`src/rtl/polar_arbiter.sv`:
```
// rtl/polar_arbiter.sv - round-robin front end and in-order result router for a shared polar pipeline
// Define POLAR_ARB_STATS_EN to build the issued-sample counter behind stat_issued.
module polar_arbiter #(
    parameter  int WIDTH = 32,
    parameter  int NREQ  = 4,
    parameter  int LAT   = 17,
    parameter  int DEPTH = 32,
    localparam int IDW   = $clog2(NREQ)
) (
    input  logic                  clk,
    input  logic                  rst,
    input  logic [NREQ-1:0]       req_vld,
    output logic [NREQ-1:0]       req_rdy,
    input  logic [NREQ*WIDTH-1:0] req_x,
    input  logic [NREQ*WIDTH-1:0] req_y,
    output logic                  cp_vld,
    output logic [WIDTH-1:0]      cp_x,
    output logic [WIDTH-1:0]      cp_y,
    input  logic                  cp_res_vld,
    input  logic [WIDTH-1:0]      cp_mag,
    input  logic [31:0]           cp_phase,
    output logic                  res_vld,
    input  logic                  res_rdy,
    output logic [IDW-1:0]        res_id,
    output logic [WIDTH-1:0]      res_mag,
    output logic [31:0]           res_phase,
    output logic                  err,
    output logic [31:0]           stat_issued
);
    localparam int AW = $clog2(DEPTH);
    localparam int CW = AW + 1;
    localparam logic [IDW-1:0] LAST_ID = IDW'(NREQ - 1);

    logic [IDW-1:0]   rr_ptr;
    logic [IDW-1:0]   gnt_idx;
    logic [IDW:0]     cand;
    logic             gnt_found;
    logic [WIDTH-1:0] sel_x;
    logic [WIDTH-1:0] sel_y;
    logic             credit_ok;
    logic             issue;
    logic             push;
    logic             pop;
    logic [CW-1:0]    count;
    logic [IDW-1:0]   cp_id;
    logic [LAT-1:0]   tag_vld;
    logic [IDW-1:0]   tag_id [LAT];
    logic [AW:0]      wr_ptr;
    logic [AW:0]      rd_ptr;
    logic [IDW-1:0]   mem_id    [DEPTH];
    logic [WIDTH-1:0] mem_mag   [DEPTH];
    logic [31:0]      mem_phase [DEPTH];

    // Scan from the RR pointer upward, wrapping at NREQ (which need not be a power of two).
    always_comb begin
        gnt_found = 1'b0;
        gnt_idx   = '0;
        cand      = '0;
        for (int i = 0; i < NREQ; i++) begin
            cand = {1'b0, rr_ptr} + (IDW+1)'(i);
            if (cand >= (IDW+1)'(NREQ)) begin
                cand = cand - (IDW+1)'(NREQ);
            end
            if (!gnt_found && req_vld[cand[IDW-1:0]]) begin
                gnt_found = 1'b1;
                gnt_idx   = cand[IDW-1:0];
            end
        end
    end

    always_comb begin
        sel_x   = '0;
        sel_y   = '0;
        req_rdy = '0;
        for (int i = 0; i < NREQ; i++) begin
            if (gnt_idx == IDW'(i)) begin
                sel_x      = req_x[i*WIDTH +: WIDTH];
                sel_y      = req_y[i*WIDTH +: WIDTH];
                req_rdy[i] = credit_ok && gnt_found;
            end
        end
    end

    // Credits cover everything issued but not yet popped, so a push always finds a free slot.
    assign credit_ok = count < CW'(DEPTH);
    assign issue     = |(req_vld & req_rdy);
    assign res_vld   = wr_ptr != rd_ptr;
    assign pop       = res_vld && res_rdy;
    assign push      = cp_res_vld && tag_vld[LAT-1];
    assign res_id    = mem_id[rd_ptr[AW-1:0]];
    assign res_mag   = mem_mag[rd_ptr[AW-1:0]];
    assign res_phase = mem_phase[rd_ptr[AW-1:0]];

    always_ff @(posedge clk or negedge rst) begin
        if (!rst) begin
            rr_ptr  <= '0;
            cp_vld  <= 1'b0;
            cp_x    <= '0;
            cp_y    <= '0;
            cp_id   <= '0;
            tag_vld <= '0;
            count   <= '0;
            wr_ptr  <= '0;
            rd_ptr  <= '0;
            err     <= 1'b0;
        end else begin
            cp_vld  <= issue;
            tag_vld <= {tag_vld[LAT-2:0], cp_vld};
            if (issue) begin
                rr_ptr <= (gnt_idx == LAST_ID) ? '0 : gnt_idx + IDW'(1);
                cp_x   <= sel_x;
                cp_y   <= sel_y;
                cp_id  <= gnt_idx;
            end
            if (issue && !pop) begin
                count <= count + CW'(1);
            end else if (!issue && pop) begin
                count <= count - CW'(1);
            end
            if (push) begin
                wr_ptr <= wr_ptr + (AW+1)'(1);
            end
            if (pop) begin
                rd_ptr <= rd_ptr + (AW+1)'(1);
            end
            if (cp_res_vld != tag_vld[LAT-1]) begin
                err <= 1'b1;
            end
        end
    end

    always_ff @(posedge clk) begin
        tag_id[0] <= cp_id;
        for (int i = 1; i < LAT; i++) begin
            tag_id[i] <= tag_id[i-1];
        end
        if (push) begin
            mem_id[wr_ptr[AW-1:0]]    <= tag_id[LAT-1];
            mem_mag[wr_ptr[AW-1:0]]   <= cp_mag;
            mem_phase[wr_ptr[AW-1:0]] <= cp_phase;
        end
    end

`ifdef POLAR_ARB_STATS_EN
    logic [31:0] stat_cnt;

    always_ff @(posedge clk or negedge rst) begin
        if (!rst) begin
            stat_cnt <= '0;
        end else if (issue) begin
            stat_cnt <= stat_cnt + 32'd1;
        end
    end

    assign stat_issued = stat_cnt;
`else
    assign stat_issued = 32'd0;
`endif

endmodule

```
`config.mk`:
```
export PLATFORM = sky130hd
export DESIGN_NAME = polar_arbiter
export DESIGN_NICKNAME = d
export VERILOG_FILES = /design/src/rtl/polar_arbiter.sv
export SDC_FILE = /design/constraint.sdc
export NUM_CORES = 2
export LEC_CHECK = 0
export ABC_AREA = 1
export CAP_MARGIN = 10
export CORE_UTILIZATION = 54
export CTS_CLUSTER_DIAMETER = 200
export CTS_CLUSTER_SIZE = 28
export DETAILED_ROUTE_END_ITERATION = 6
export PLACE_DENSITY_LB_ADDON = 0.08
export SLEW_MARGIN = 10
export SYNTH_ARGS = -nofsm -noshare
export SYNTH_HDL_FRONTEND = slang
export SYNTH_SLANG_ARGS = --single-unit
```
`constraint.sdc`:
```
create_clock -name clk -period 6.5 [get_ports clk]
set_input_delay 1.3 -clock clk [delete_from_list [all_inputs] [get_ports clk]]
set_output_delay 1.3 -clock clk [all_outputs]
set_load 0.02 [all_outputs]
```
After elaboration in Yosys (flattened, before gate mapping)
Memory sizes are Yosys's and may differ from the RTL's.
Index checks and enable logic that the tools add are counted.

cells by class
  add/sub/neg operators = 12
  magnitude comparators = 9
  eq/ne operators = 5
  muxes and demuxes = 37
  bitwise operators = 1
  reductions and logical operators = 16

operator list
  kind                                                                           number
  32-bit two-way mux                                                             8
  6-bit by 1-bit adder with 6-bit output (second input constant)                 3
  2-bit two-way mux                                                              9
  1-bit two-way mux                                                              14
  2-bit by 3-bit less-than comparator with 1-bit output (second input constant)  4
  6-bit two-way mux                                                              2
  3-bit >= comparator (second input constant)                                    3
  1-bit binary-select mux with 2-bit select                                      4
  1-bit logical AND                                                              8
  2-bit by 1-bit subtractor with 2-bit output (second input constant)            4
  2-bit by 2-bit adder with 3-bit output (second input constant)                 2
  6-bit less-than comparator (second input constant)                             1
  6-bit != test                                                                  1
  6-bit by 1-bit subtractor with 6-bit output (second input constant)            1
  1-bit logical NOT                                                              5
  4-bit AND                                                                      1
  2-bit == test (second input constant)                                          2
  4-bit OR reduction                                                             1
  2-bit by 1-bit adder with 3-bit output (second input constant)                 1
  2-bit by 3-bit >= comparator with 1-bit output (second input constant)         1
  2-bit by 1-bit adder with 2-bit output (second input constant)                 1
  2-bit by 1-bit == test with 1-bit output (second input constant)               1
  2-bit logical NOT                                                              1
  2-bit nonzero test                                                             1
  1-bit != test                                                                  1

word-level totals
  bits in registers = 105
  bits in writable memories = 2146
  logic and storage cells = 94
  memories kept = 4

memory list
  memory     words  bits a word  rd ports  clocked after memory_dff  wr ports  line  text
  mem_mag    32     32           1         0                         1         51    logic [WIDTH-1:0] mem_mag [DEPTH];
  mem_phase  32     32           1         0                         1         52    logic [31:0] mem_phase [DEPTH];
  mem_id     32     2            1         0                         1         50    logic [IDW-1:0] mem_id [DEPTH];
  tag_id     17     2            17        0                         17        47    logic [IDW-1:0] tag_id [LAT];

Logic depth before layout (Yosys ltp)
  word-level depth = 22
  depth in mapped cells = 31

Worst setup path before layout
No wires, ideal clock.

  kind = in2reg
  start point = in cp_res_vld
  end point = mem mem_id[7][0] in the netlist's numbering (enable)
  arrival = 6.558 ns
  setup slack = -0.629 ns
  cell stages on the path = 6
  path buffers = 1
  cells stage by stage = ha_1 > clkbuf_1 > nand2_1 > nor2_1 > inv_1 > nor3_1

on the way
  cells in the longest elaborated chain, start to end = 3

ends and longest elaborated chain
  what                                     line  text
  from (decl)                              19    input logic cp_res_vld,
  1-bit logical AND                        89    assign push = cp_res_vld && tag_vld[LAT-1];
  1-bit two-way mux                        137   if (push) begin
  1-bit two-way mux (not written as such)  138   mem_id[wr_ptr[AW-1:0]] <= tag_id[LAT-1];
  to (decl)                                50

No other way between the ends.

Worst setup path after layout
  start point = reg rd_ptr[0]
  end point = out res_mag[27]

on the way
  cells in the longest elaborated chain, start to end = 1

ends and longest elaborated chain
  what                    line  text
  from (decl)             49    logic [AW:0] rd_ptr;
  from (signal assigned)  124   rd_ptr <= rd_ptr + (AW+1)'(1);
  memory 32 x 32 bit      -
  to (decl)               25    output logic [WIDTH-1:0] res_mag,

No other way between the ends.

==> impl_metrics.toml <==
[routing]
drt-initial-drc-count = 6960
wl_per_cell_um = 27.5
firstDrtPassIters = 5
routed_wl_um = 258000
drc = 0
ant_nets = 0
vias_per_cell = 6.28
num_vias = 58926

[synthesis]
synth_fa_ha_area_share_pct = 0.233
synth_top_family_by_area = "compound AO/OA/AOI/OAI gates"
synth_top_area_share_pct = 71.1
ys_async_sr_fraction_pct = 4.66
ys_seq_elements = 2251
ys_warn_count = 0
synth.area.mux_share_pct = 0
synth-edff-count = 2112
syn_area_per_cell_um2 = 12.7
syn_area_mm2 = 0.0892
synth_cell_type_count = 44
synthTopCellsByArea = "edfxtp_1 (71%), o21ai_0 (7.2%), nor2_1 (5.1%)"
ys.flop_type = "edfxtp_1"
yosysTopAreaCell = "edfxtp_1"
postSynthCellCount = 7004
synth_compound_area_share_pct = 12.6
synth_xor_area_share_pct = 0.0982
synthSimpleGateAreaFrac_pct = 9.53
yosysSeqAreaShare_pct = 74.8

[grt]
grt_pass1_vias = 55041
gr-total-overflow = 0
grt.total_usage_pct = 30.3
grt_max_degree = 248
antenna_found_initial = 19
grt_pass1_wl_um = 374000

[clocking]
cts_tree = "done"
cts_sinks = 2251
hold_buffers = 0
cts.path.max_buffers = 3
htreeDepth = 3
cts_buffers = 90
cts_setup_buffers = 0
ctsResizeCount = 0
cts_root_buf = "clkbuf_16"
clk_latency_ns = 0.75
clkTransAtPathRegs_ns = 0.11

[worst_setup_path]
cp_data_required_time_ns = 5.20
critPathCaptureType = "output pin"
worstPathMaxFanout = 166
worstPathArrival_ns = 4.72
path_class = "flop to output pin"
cp-start-kind = "flop"

[cells_and_area]
nFillCells = 12805
register_area_mm2 = 0.0667
multiInputGateArea_mm2 = 0.0204
nets = 7525
drive_gt1_share_pct = 4.19
area_delta_synth_final_pct = 10.6

[floorplan]
die_w_um = 409
initial_utilization_pct = 54.6
dieHeight_um = 409
die_area_mm2 = 0.167
core_mm2 = 0.163
pin_count = 497
rows = 148

[run]
drv_cap = 0

[power_and_ir_drop]
power.leakage_nw = 31.7
power.share.combinational_pct = 43.8
p_int_mw = 25.0
p_sw_share_pct = 41.1
p_sw_mw = 17.4
power_per_cell_area_mw_per_mm2 = 429
sequentialPowerShare_pct = 40.0
pwr-share-clk_pct = 16.1
peakVddDrop_v = 0.000473

[timing]
rsz0062_at_grt = "no"
fin_crit_ns = 6.02
slew_headroom_pct = 14.1
max_freq_mhz = 166
min_period_over_period_pct = 92.7
skew_ns = 0.0336
setup_tns_ns = 0
hold_viol = 0
drv_slew = 0
worst_pin_slew_ns = 1.29
timing.hold.ws_ns = 0.314
final-setup-viol-count = 0

[placement]
io_buffers = 464
dp_hpwl_um = 133000
finalWeightedCongestion = 0.964

[worst_hold_path]
worstHoldPathType = "flop to flop"

[run_status]
outcome = "completed"
## layout by cell type, fill, tap and decap left out, types with 9 or more instances in the layout
cell and n:
ha_1 11, o211ai_1 70, a31oi_1 15, buf_4 95, edfxtp_1 2112, nor2_1 1187, conb_1 32, dfxtp_1 34
o22a_1 11, nor2_4 32, buf_12 40, clkbuf_1 24, a21oi_1 107, o211a_1 11, clkdlybuf4s50_1 463, nand3_1 257
nand2_1 611, xor2_1 9, dfrtp_1 101, nand4_1 25, clkbuf_16 92, o221ai_1 119, o22ai_1 348, o21ai_0 1277
inv_1 39, nand2_2 14, o21a_1 27
## state kept, by name, summed over array words and instances (netlist names)
register / flops
count: 6
cp_id: 2
cp_vld: 1
cp_x: 32
cp_y: 32
err: 1
mem_id: 64
mem_mag: 1024
mem_phase: 1024
rd_ptr: 6
rr_ptr: 2
tag_id: 34
tag_vld: 17
wr_ptr: 6
## Yosys cell counts, types with 64 or more instances
cell / instances
o21ai_0: 1277
dfrtp_1: 105
clkbuf_1: 398
buf_2: 64
nand2_1: 611
a21oi_1: 107
o211ai_1: 70
o22ai_1: 348
nor2_1: 1218
o221ai_1: 119
edfxtp_1: 2112
nand3_1: 257
## cell type report
| class | instances | share of cell area [%] |
|---|---|---|
| sequential | 2251 | 67.6 |
| multi-input combinational | 4190 | 20.7 |
| timing repair buffer | 598 | 6.23 |
| tap | 2175 | 2.76 |
| clock buffer | 116 | 2.42 |
| inverter | 50 | 0.231 |
| clock inverter | 3 | 0.0456 |
| antenna | 7 | 0.0177 |
## critical path, cell delays in order (launching register included)
cell and delay, ns:
dfrtp_4 0.76, inv_8 0.85, buf_12 0.44, buf_4 0.34
o21ai_0 0.11, o22ai_1 0.22, nand2_1 0.09, nand4_1 0.12
o21ai_0 0.15, inv_1 0.10, clkdlybuf4s50_1 0.60
## per-layer routing
metal | vias up | track usage, % | part of all wire (%) | wire length [um]
met2 | 2627 | 48.6 | 47 | 122000
met3 | 397 | 4.38 | 8.1 | 21000
li1 | 25991 | - | - | -
met5 | - | 0 | 0.055 | 141
met1 | 29891 | 43.9 | 42 | 108000
met4 | 20 | 7.89 | 2.7 | 7050
## power by group through the flow
stage / Clock [mW] / Sequential, mW / Combinational (mW)
floorplan: 0 / 17.2 / 11.6
global placement: 0 / 17.3 / 18.3
finish: 6.84 / 17.0 / 18.6
CTS: 6.92 / 17.0 / 18.5
detailed placement: 0 / 17.3 / 18.5
global route: 7.35 / 17.0 / 20.2
## stage by stage
stage | util (%) | area, um2 | instances | setup slack (ns) | total power [mW]
floorplan | - | 89400 | 7035 | 1.16 | 28.9
global placement | 58.9 | 96200 | 9264 | 0.832 | 35.5
detailed placement | 58.9 | 96200 | 9264 | 0.810 | 35.7
CTS | 60.4 | 98700 | 9383 | 0.469 | 42.4
global route | 60.4 | 98700 | 9389 | 0.254 | 44.6
finish | 60.4 | 98700 | 9390 | 0.476 | 42.4
## final timing paths
path / from / end / slack (ns) / cells after the start
max: rd_ptr[0] / res_mag[27] / 0.48 / 10
min: tag_id[0][16] / tag_id[0][18] / 0.31 / 0
max reg2reg: rd_ptr[0] / count[5] / 1.80 / 18
min reg2reg: tag_id[0][16] / tag_id[0][18] / 0.31 / 0
max in group asynchronous: rst / cp_x[17] / 4.64 / 2
min in group asynchronous: rst / err / 0.58 / 1
## kinds of logic (layout without fill, tap and decap cells)
family	Yosys count	after routing
and+or+nand+nor	2139	2139
other	1	39
xor gates and xnor gates	10	10
DFF	2251	2251
AOI/OAI and AO/OA	1993	1993
buffers and inverters	594	767
adders and majority gates	16	16
No activity file was read; power rests on OpenSTA's default activity.
